--- config.mk ---
export PLATFORM = sky130hd
export DESIGN_NAME = stream_aggregator
export DESIGN_NICKNAME = d
export VERILOG_FILES = /design/src/rtl/agg_pkg.sv /design/src/rtl/agg_out_reg.sv /design/src/rtl/stream_aggregator.sv
export SDC_FILE = /design/constraint.sdc
export NUM_CORES = 2
export LEC_CHECK = 0
export BUFFER_PORTS_ARGS = -buffer_cell sky130_fd_sc_hd__clkbuf_2
export CORE_UTILIZATION = 62
export DETAILED_ROUTE_END_ITERATION = 10
export GPL_TIMING_DRIVEN = 1
export PLACE_DENSITY_LB_ADDON = 0.12
export SYNTH_ARGS = -nofsm -noshare
export SYNTH_HDL_FRONTEND = slang
export SYNTH_SLANG_ARGS = --single-unit
export TNS_END_PERCENT = 30
--- constraint.sdc ---
create_clock -name clk -period 13.2 [get_ports clk]
set_input_delay 2.64 -clock clk [delete_from_list [all_inputs] [get_ports clk]]
set_output_delay 2.64 -clock clk [all_outputs]
set_load 0.02 [all_outputs]
--- src/rtl/agg_pkg.sv ---
// Shared constants and helpers for the stream aggregator.
//   AggDataWidth / AggFetchWidth : default element width and maximum lane count
//   agg_cnt_width()              : width of a lane-count field for a given lane count
//   agg_clamp_fw()               : maps a requested lane count onto 1..max_fw
package agg_pkg;

  localparam int unsigned AggDataWidth  = 16;
  localparam int unsigned AggFetchWidth = 40;

  function automatic int unsigned agg_cnt_width(input int unsigned fetch_width);
    return $clog2(fetch_width + 1);
  endfunction

  // Zero or out-of-range requests select the full word.
  function automatic int unsigned agg_clamp_fw(input int unsigned req, input int unsigned max_fw);
    return ((req == 0) || (req > max_fw)) ? max_fw : req;
  endfunction

endpackage

--- src/rtl/agg_out_reg.sv ---
// Output holding register of the stream aggregator.
//   clk_i, rst_ni  : clock, asynchronous active-low reset
//   load_i         : capture load_data_i/load_count_i (only asserted while free_o)
//   full_n_i       : downstream can accept
//   free_o         : register is empty or is being emptied this cycle
//   enq_o          : held word transfers downstream this cycle
//   data_o/count_o : held word and its valid-lane count, stable while stalled
module agg_out_reg
  import agg_pkg::*;
#(
  parameter int unsigned DataWidth  = AggDataWidth,
  parameter int unsigned FetchWidth = AggFetchWidth,
  parameter int unsigned CntW       = agg_cnt_width(FetchWidth)
) (
  input  logic                          clk_i,
  input  logic                          rst_ni,
  input  logic                          load_i,
  input  logic [FetchWidth*DataWidth-1:0] load_data_i,
  input  logic [CntW-1:0]               load_count_i,
  input  logic                          full_n_i,
  output logic                          free_o,
  output logic                          enq_o,
  output logic [FetchWidth*DataWidth-1:0] data_o,
  output logic [CntW-1:0]               count_o
);

  logic                           valid_q, valid_d;
  logic [FetchWidth*DataWidth-1:0] data_q, data_d;
  logic [CntW-1:0]                count_q, count_d;

  assign enq_o   = valid_q && full_n_i;
  assign free_o  = !valid_q || enq_o;
  assign data_o  = data_q;
  assign count_o = count_q;

  always_comb begin
    valid_d = valid_q;
    data_d  = data_q;
    count_d = count_q;
    if (enq_o) begin
      valid_d = 1'b0;
    end
    // A load in the same cycle as a transfer refills the register back-to-back.
    if (load_i) begin
      valid_d = 1'b1;
      data_d  = load_data_i;
      count_d = load_count_i;
    end
  end

  always_ff @(posedge clk_i or negedge rst_ni) begin
    if (!rst_ni) begin
      valid_q <= 1'b0;
      data_q  <= '0;
      count_q <= '0;
    end else begin
      valid_q <= valid_d;
      data_q  <= data_d;
      count_q <= count_d;
    end
  end

endmodule

--- src/rtl/stream_aggregator.sv ---
// Serial-to-parallel packer: dequeues one DATA_WIDTH element per cycle from an upstream
// FIFO and packs them into words of fw (1..FETCH_WIDTH, runtime selectable) lanes.
//   clk, rst_n                     : clock, asynchronous active-low reset
//   sender_data/empty_n/deq        : upstream FIFO head, non-empty flag, dequeue strobe
//   receiver_data/count/full_n/enq : packed word, valid lanes, downstream ready, transfer
//   change_fetch_width, input_fetch_width : request a new lane count (applied between words)
//   flush                          : emit the current partial word
// Build option AGG_ZERO_PAD_EN: lanes at or above receiver_count read zero instead of
// stale data from earlier words.
module stream_aggregator
  import agg_pkg::*;
#(
  parameter int unsigned DATA_WIDTH  = AggDataWidth,
  parameter int unsigned FETCH_WIDTH = AggFetchWidth,
  // Derived; do not override.
  parameter int unsigned CNT_W       = agg_cnt_width(FETCH_WIDTH)
) (
  input  logic                              clk,
  input  logic                              rst_n,
  input  logic [DATA_WIDTH-1:0]             sender_data,
  input  logic                              sender_empty_n,
  output logic                              sender_deq,
  output logic [FETCH_WIDTH*DATA_WIDTH-1:0] receiver_data,
  output logic [CNT_W-1:0]                  receiver_count,
  input  logic                              receiver_full_n,
  output logic                              receiver_enq,
  input  logic                              change_fetch_width,
  input  logic [CNT_W-1:0]                  input_fetch_width,
  input  logic                              flush
);

  localparam int unsigned LaneBits = FETCH_WIDTH * DATA_WIDTH;

  logic [CNT_W-1:0]    count_q, count_d;
  logic [CNT_W-1:0]    fw_q, fw_d;
  logic [CNT_W-1:0]    wchg_val_q, wchg_val_d;
  logic                wchg_pend_q, wchg_pend_d;
  logic                flush_pend_q, flush_pend_d;
  logic [LaneBits-1:0] lanes_q, lanes_d;
  logic [LaneBits-1:0] word;

  logic             out_free;
  logic             last;
  logic             complete;
  logic             flush_served;
  logic             flush_emit;
  logic             wchg_apply;
  logic             load;
  logic [CNT_W-1:0] fill;

  assign last = (count_q == (fw_q - CNT_W'(1)));

  // A pending flush with data must not grow the partial word while the output is busy.
  assign sender_deq = sender_empty_n && (!last || out_free) &&
                      !(flush_pend_q && (count_q != '0) && !out_free);

  assign complete     = sender_deq && last;
  assign flush_served = flush_pend_q && out_free && !complete;
  // Lanes occupied once this cycle's element (if any) is written.
  assign fill         = count_q + CNT_W'(sender_deq);
  assign flush_emit   = flush_served && (fill != '0);
  assign load         = complete || flush_emit;
  // Width changes wait for an empty buffer so the word in progress keeps its old width.
  assign wchg_apply   = wchg_pend_q && (count_q == '0) && !sender_deq;

  always_comb begin
    word = lanes_q;
    if (sender_deq) begin
      word[int'(count_q)*DATA_WIDTH +: DATA_WIDTH] = sender_data;
    end

    lanes_d = word;
    count_d = count_q;
    if (load) begin
      count_d = '0;
`ifdef AGG_ZERO_PAD_EN
      lanes_d = '0;
`endif
    end else if (sender_deq) begin
      count_d = count_q + CNT_W'(1);
    end

    // A completing word absorbs any flush: the buffer it leaves behind is empty.
    flush_pend_d = (flush_pend_q && !(flush_served || complete)) || (flush && !complete);

    fw_d        = fw_q;
    wchg_pend_d = wchg_pend_q;
    wchg_val_d  = wchg_val_q;
    if (wchg_apply) begin
      fw_d        = wchg_val_q;
      wchg_pend_d = 1'b0;
    end
    // A newer request overwrites any pending one.
    if (change_fetch_width) begin
      wchg_pend_d = 1'b1;
      wchg_val_d  = CNT_W'(agg_clamp_fw(32'(input_fetch_width), FETCH_WIDTH));
    end
  end

  always_ff @(posedge clk or negedge rst_n) begin
    if (!rst_n) begin
      count_q      <= '0;
      fw_q         <= CNT_W'(FETCH_WIDTH);
      wchg_val_q   <= CNT_W'(FETCH_WIDTH);
      wchg_pend_q  <= 1'b0;
      flush_pend_q <= 1'b0;
      lanes_q      <= '0;
    end else begin
      count_q      <= count_d;
      fw_q         <= fw_d;
      wchg_val_q   <= wchg_val_d;
      wchg_pend_q  <= wchg_pend_d;
      flush_pend_q <= flush_pend_d;
      lanes_q      <= lanes_d;
    end
  end

  agg_out_reg #(
    .DataWidth  (DATA_WIDTH),
    .FetchWidth (FETCH_WIDTH),
    .CntW       (CNT_W)
  ) u_out_reg (
    .clk_i        (clk),
    .rst_ni       (rst_n),
    .load_i       (load),
    .load_data_i  (word),
    .load_count_i (fill),
    .full_n_i     (receiver_full_n),
    .free_o       (out_free),
    .enq_o        (receiver_enq),
    .data_o       (receiver_data),
    .count_o      (receiver_count)
  );

endmodule
# Yosys cells after proc, flatten, opt, wreduce, memory -nomap -nowiden

Cells that the tools add are included.

$add $sub $neg: 4
$lt $le $gt $ge: 1
Equal/unequal tests: 1
Shift operators: 2
Multiplexer cells: 9
Reduce and logical (&&, ||, !) cells: 33

Operators by type and width:

| operator                                                 | count |
|---|---|
| bitwise mux 640 bit                                      | 1 |
| 2-to-1 mux 640 bit                                       | 1 |
| variable shift 16 x 34 -> 640 bit (first input constant) | 1 |
| indexed part select 16 x 34 -> 640 bit                   | 1 |
| negator 10 -> 34 bit                                     | 1 |
| 2-to-1 mux 6 bit                                         | 3 |
| logical AND 1 bit                                        | 13 |
| logical NOT 6 bit                                        | 2 |
| nonzero test 6 bit                                       | 2 |
| logical NOT 1 bit                                        | 7 |
| adder 6 x 1 -> 6 bit                                     | 1 |
| adder 6 x 1 -> 6 bit (second input constant)             | 1 |
| == test 6 bit                                            | 1 |
| greater-than comparator 6 bit (second input constant)    | 1 |
| logical OR 1 bit                                         | 6 |
| nonzero test 2 bit                                       | 3 |
| subtractor 6 x 1 -> 6 bit (second input constant)        | 1 |
| 2-to-1 mux 1 bit                                         | 4 |

Register bits after elaboration: 1307
Bits of input ports: 28
Output and inout bits: 648

# Longest topological paths before layout

Word-level depth: 13
Gate-level depth with buffers: 20
Gate-level depth less buffers: 14

# Modules after synthesis

From an unflattened synthesis, not the netlist that was laid out.

Cell total of the unflattened synthesis: 3878
Area, all modules: 51565.7 um2

Modules (own cells, without submodules):

| module            | instances | cells an instance | area an instance (um2) | seq. area each (um2) |
|---|---|---|---|---|
| stream_aggregator | 1         | 2510              | 27157.3                | 16520.8 |
| agg_out_reg       | 1         | 1368              | 24408.4                | 16190.5 |

# Worst setup path after synthesis

No wires, ideal clock.

Kind: input-to-output
Start point: input port receiver_full_n
End point: output port sender_deq
Data arrival time: 3891 ps
Required time: 10560 ps
Setup slack: 6669 ps
Stages: 6
Cells stage by stage: nor2b_1 > o21a_1 > buf_4 > buf_2 > buf_4 > a21oi_1

Word-level cells in the longest chain between the ends: 6
Elaborated cells between the ends (all ways): 8

Ends and longest elaborated chain:

| element             | RTL line                | text |
|---|---|---|
| start: declaration  | stream_aggregator.sv:25 | `input logic receiver_full_n,` |
| logical AND 1 bit * | agg_out_reg.sv:31       | `assign enq_o = valid_q && full_n_i;` |
| logical OR 1 bit *  | agg_out_reg.sv:32       | `assign free_o = !valid_q \|\| enq_o;` |
| logical NOT 1 bit   | stream_aggregator.sv:55 | `!(flush_pend_q && (count_q != '0) && !out_free);` |
| logical AND 1 bit   | stream_aggregator.sv:55 |  |
| logical NOT 1 bit   | stream_aggregator.sv:55 |  |
| logical AND 1 bit * | stream_aggregator.sv:54 | `assign sender_deq = sender_empty_n && (!last \|\| out_free) &&` |
| end: declaration    | stream_aggregator.sv:22 | `output logic sender_deq,` |

Every way passes the cells marked *; elsewhere a longest branch is shown, timed or not.

# Worst setup path after layout

Start point: input port receiver_full_n
End point: register u_out_reg.data_q[330] (netlist: u_out_reg.data_o[330])

Elaborated cells between the ends (all ways): 17

RTL lines:

| element                | RTL line                | text |
|---|---|---|
| logical AND 1 bit *    | agg_out_reg.sv:31       |  |
| logical OR 1 bit *     | agg_out_reg.sv:32       |  |
| logical NOT 1 bit      | stream_aggregator.sv:55 |  |
| logical AND 1 bit      | stream_aggregator.sv:55 |  |
| logical NOT 1 bit      | stream_aggregator.sv:55 |  |
| logical AND 1 bit *    | stream_aggregator.sv:54 |  |
| adder 6 x 1 -> 6 bit * | stream_aggregator.sv:60 | `assign fill = count_q + CNT_W'(sender_deq);` |
| named net fill[1]      | stream_aggregator.sv:49 | `logic [CNT_W-1:0] fill;` |
| nonzero test 6 bit *   | stream_aggregator.sv:61 | `assign flush_emit = flush_served && (fill != '0);` |
| logical AND 1 bit *    | stream_aggregator.sv:61 |  |
| logical OR 1 bit *     | stream_aggregator.sv:62 | `assign load = complete \|\| flush_emit;` |
| end signal: assignment | agg_out_reg.sv:58       | `data_q <= data_d;` |
| end: declaration       | agg_out_reg.sv:28       | `logic [FetchWidth*DataWidth-1:0] data_q, data_d;` |

Mark *: on every way through the listed nets, which the timed path passes. The rest lies on a longest branch.
A chain may end at the register's enable or synchronous reset.

==> results.json <==
{
  "path_max_fanout": 196,
  "grt_max_degree": 212,
  "post_drt_via_cell_ratio": 6.234,
  "synth_ff_type": "dfrtp_1",
  "overflow": 0,
  "cts_sinks": 1307,
  "routed_wl_um": 153800,
  "antenna_left": 0,
  "syn2layout_area_growth_pct": 16.54,
  "h-tree-depth": 4,
  "synth_top_area_share_pct": 63.25,
  "place.gp.congestion": 0.8807,
  "drive_gt1_share_pct": 33.76,
  "synthTopCellsByArea": "dfrtp_1, mux2_2, nand2_1, a31oi_1, o21ai_0",
  "crit_required_ps": 13820,
  "clock_skew_ps": 32.29,
  "clockBufferDepth": 3,
  "startpoint_type": "input port",
  "cts_setup_buffers": 0,
  "grt_setup_unrepaired": "false",
  "path_clk_slew_ps": 60,
  "slew_headroom_pct": 10.77,
  "dp_hpwl_um": 98220,
  "cts_buffers": 132,
  "multi_input_area_mm2": 0.01741,
  "synth_seq_area_share_pct": 63.45,
  "antenna_found_initial": 18,
  "cts_root_buf": "clkbuf_16",
  "syn_nets": 4172,
  "synth_seq_cells": 1307,
  "drt_pass1_iterations": 6,
  "nets": 4752,
  "cpLargestDelayFamily": "compound AO/OA/AOI/OAI gates",
  "hold_viol": 0,
  "async_flop_share_pct": 100.0,
  "drc": 0,
  "worstSetupEndpointType": "register",
  "leakage_nw": 30.58,
  "grt_usage_pct": 36.66,
  "dr_total_vias": 36750,
  "fmax_mhz": 138.9,
  "hold_class": "register to register",
  "run_status": "finished, final reports clean",
  "synth.most_common_cell": "dfrtp_1",
  "postCtsHoldBufs": 0,
  "fin_crit_sh_pct": 54.56,
  "regArea_mm2": 0.03271,
  "ioPinCount": 676,
  "fin_total_pwr_mw": 14.00,
  "yosys_warnings": 0,
  "grt_first_pass_wirelength_um": 230500,
  "critPathBufInv": 3,
  "holdWs_ps": 460.2,
  "max_stage_delay_ps": 1000,
  "tns_ps": 0,
  "final_cell_area_mm2": 0.06008,
  "drt_iter0_markers": 3466,
  "grt_pass1_vias": 36190,
  "critPathKind": "input port to register",
  "die-area_mm2": 0.08431,
  "cts_resized": 0,
  "maxSlewViolCount": 0,
  "cpMostUsedCell": "ha_1",
  "drv_cap": 0,
  "synth_edf_count": 0,
  "arrival_ps": 7820,
  "final_util_pct": 73.05,
  "placed_area_mm2": 0.05567,
  "die_x_um": 290.4,
  "avgSynthCellArea_um2": 12.46,
  "power_density_mw_per_mm2": 233.0,
  "worst_pin_slew_ps": 1327,
  "cts_tree": "done",
  "vdd_drop_max_uv": 400.0,
  "yosys.area.top_type": "dfrtp_1",
  "path_cells": "clkbuf_2 -> nor2b_1 -> o21a_2 -> a21oi_1 -> ha_1 -> ha_1 -> nor3_1 -> mux2_2 -> a41o_1 -> o31ai_4 -> buf_12 -> buf_4 -> nor2_1 -> a31oi_1",
  "die_h_um": 290.4,
  "wl_per_cell_um": 26.08,
  "synth_cell_types": 77,
  "clk_latency_ps": 720,
  "start_util_pct": 62.69,
  "synthCells": 4138,
  "io_buffer_count": 675,
  "cp_slowest_cell": "buf_4",
  "core_area_mm2": 0.08224,
  "setup_viol_count_final": 0,
  "rows": 105,
  "synth_commonest_cells": "dfrtp_1, mux2_2, nand2_1",
  "min_period_ps": 7202,
  "syn_area_mm2": 0.05155,
  "nFillCells": 5716
}
cell usage in the layout, fill, tap and decap left out, types with 13 or more instances in the layout:
cell type,instances
dfrtp_1,1303
clkbuf_2,674
mux2_2,598
nand2_1,409
nor2_1,286
a31oi_1,225
o21ai_0,218
nand3_1,164
clkbuf_16,135
o2bb2ai_1,103
a21oi_1,98
buf_4,79
and2_1,43
a32o_1,34
clkbuf_1,34
clkbuf_8,33
nand4_1,26
nor3_1,23
inv_1,22
a22o_1,21
o211ai_1,19
and3_1,14
clkinv_2,13
state kept, by name (all words and copies together) (netlist names):
signal,count
lanes_q,640
u_out_reg.data_o,640
count_q,6
fw_q,6
u_out_reg.count_o,6
wchg_val_q,6
flush_pend_q,1
u_out_reg.valid_q,1
wchg_pend_q,1
power breakdown:
part	switching (mW)	internal, mW	total (mW)
registers	0.457	4.86	5.31
clock network	1.56	2.21	3.77
logic	3.39	1.53	4.92
total	5.40	8.60	14.0
path summary, 6_finish.rpt:
kind / start / endpoint / slack (ps) / cells past startpoint
setup / recovery: receiver_full_n / u_out_reg.data_o[330]$_DFFE_PN0P_ / 6000 / 14
hold / removal: lanes_q[314]$_DFF_PN0_ / lanes_q[314]$_DFF_PN0_ / 460 / 2
setup reg to reg: fw_q[0]$_DFFE_PN0P_ / u_out_reg.data_o[330]$_DFFE_PN0P_ / 6990 / 16
hold reg to reg: lanes_q[314]$_DFF_PN0_ / lanes_q[314]$_DFF_PN0_ / 460 / 2
max in group asynchronous: rst_n / u_out_reg.data_o[209]$_DFFE_PN0P_ / 8790 / 3
min in group asynchronous: rst_n / u_out_reg.data_o[448]$_DFFE_PN0P_ / 1840 / 1
through the flow:
stage	setup WS, ps	cells
2_1_floorplan	6669	4138
3_3_place_gp	5564	5654
3_5_place_dp	5457	5654
4_1_cts	6080	5889
5_1_grt	5748	5892
6_report	5998	5896
cells by family after synthesis:
family,Yosys count,synth area share [%]
muxes,612,13.36
AOI/OAI and AO/OA,822,10.78
xor gates and xnor gates,18,0.3204
buffers and inverters,337,3.085
DFF,1307,63.45
and+or+nand+nor,1036,8.856
adders and majority gates,6,0.1456
layout make-up:
| class | instances | share of cell area (%) |
|---|---|---|
| Clock inverter | 33 | 0.7164 |
| Timing Repair Buffer | 761 | 6.869 |
| Tap cell | 1070 | 2.228 |
| Inverter | 22 | 0.1375 |
| Sequential cell | 1307 | 54.45 |
| Clock buffer | 202 | 6.592 |
| Multi-Input combinational cell | 2494 | 28.98 |
| Antenna cell | 7 | 0.02916 |
worst min-delay path: cells and delay by family (launching register included):
kind             cells  cell delay [ps]
AND/OR/NAND/NOR      2              110
flip-flops           1              320
per-layer routing:
| metal | track usage (%) | vias up | wire [um] |
|---|---|---|---|
| li1 | - | 15930 | - |
| met5 | 0 | - | 80 |
| met3 | 9.567 | 462 | 14350 |
| met1 | 47.79 | 18720 | 58260 |
| met2 | 55.85 | 1636 | 71140 |
| met4 | 21.72 | 12 | 9940 |
Note: power is estimated with default switching activity, not from simulation.
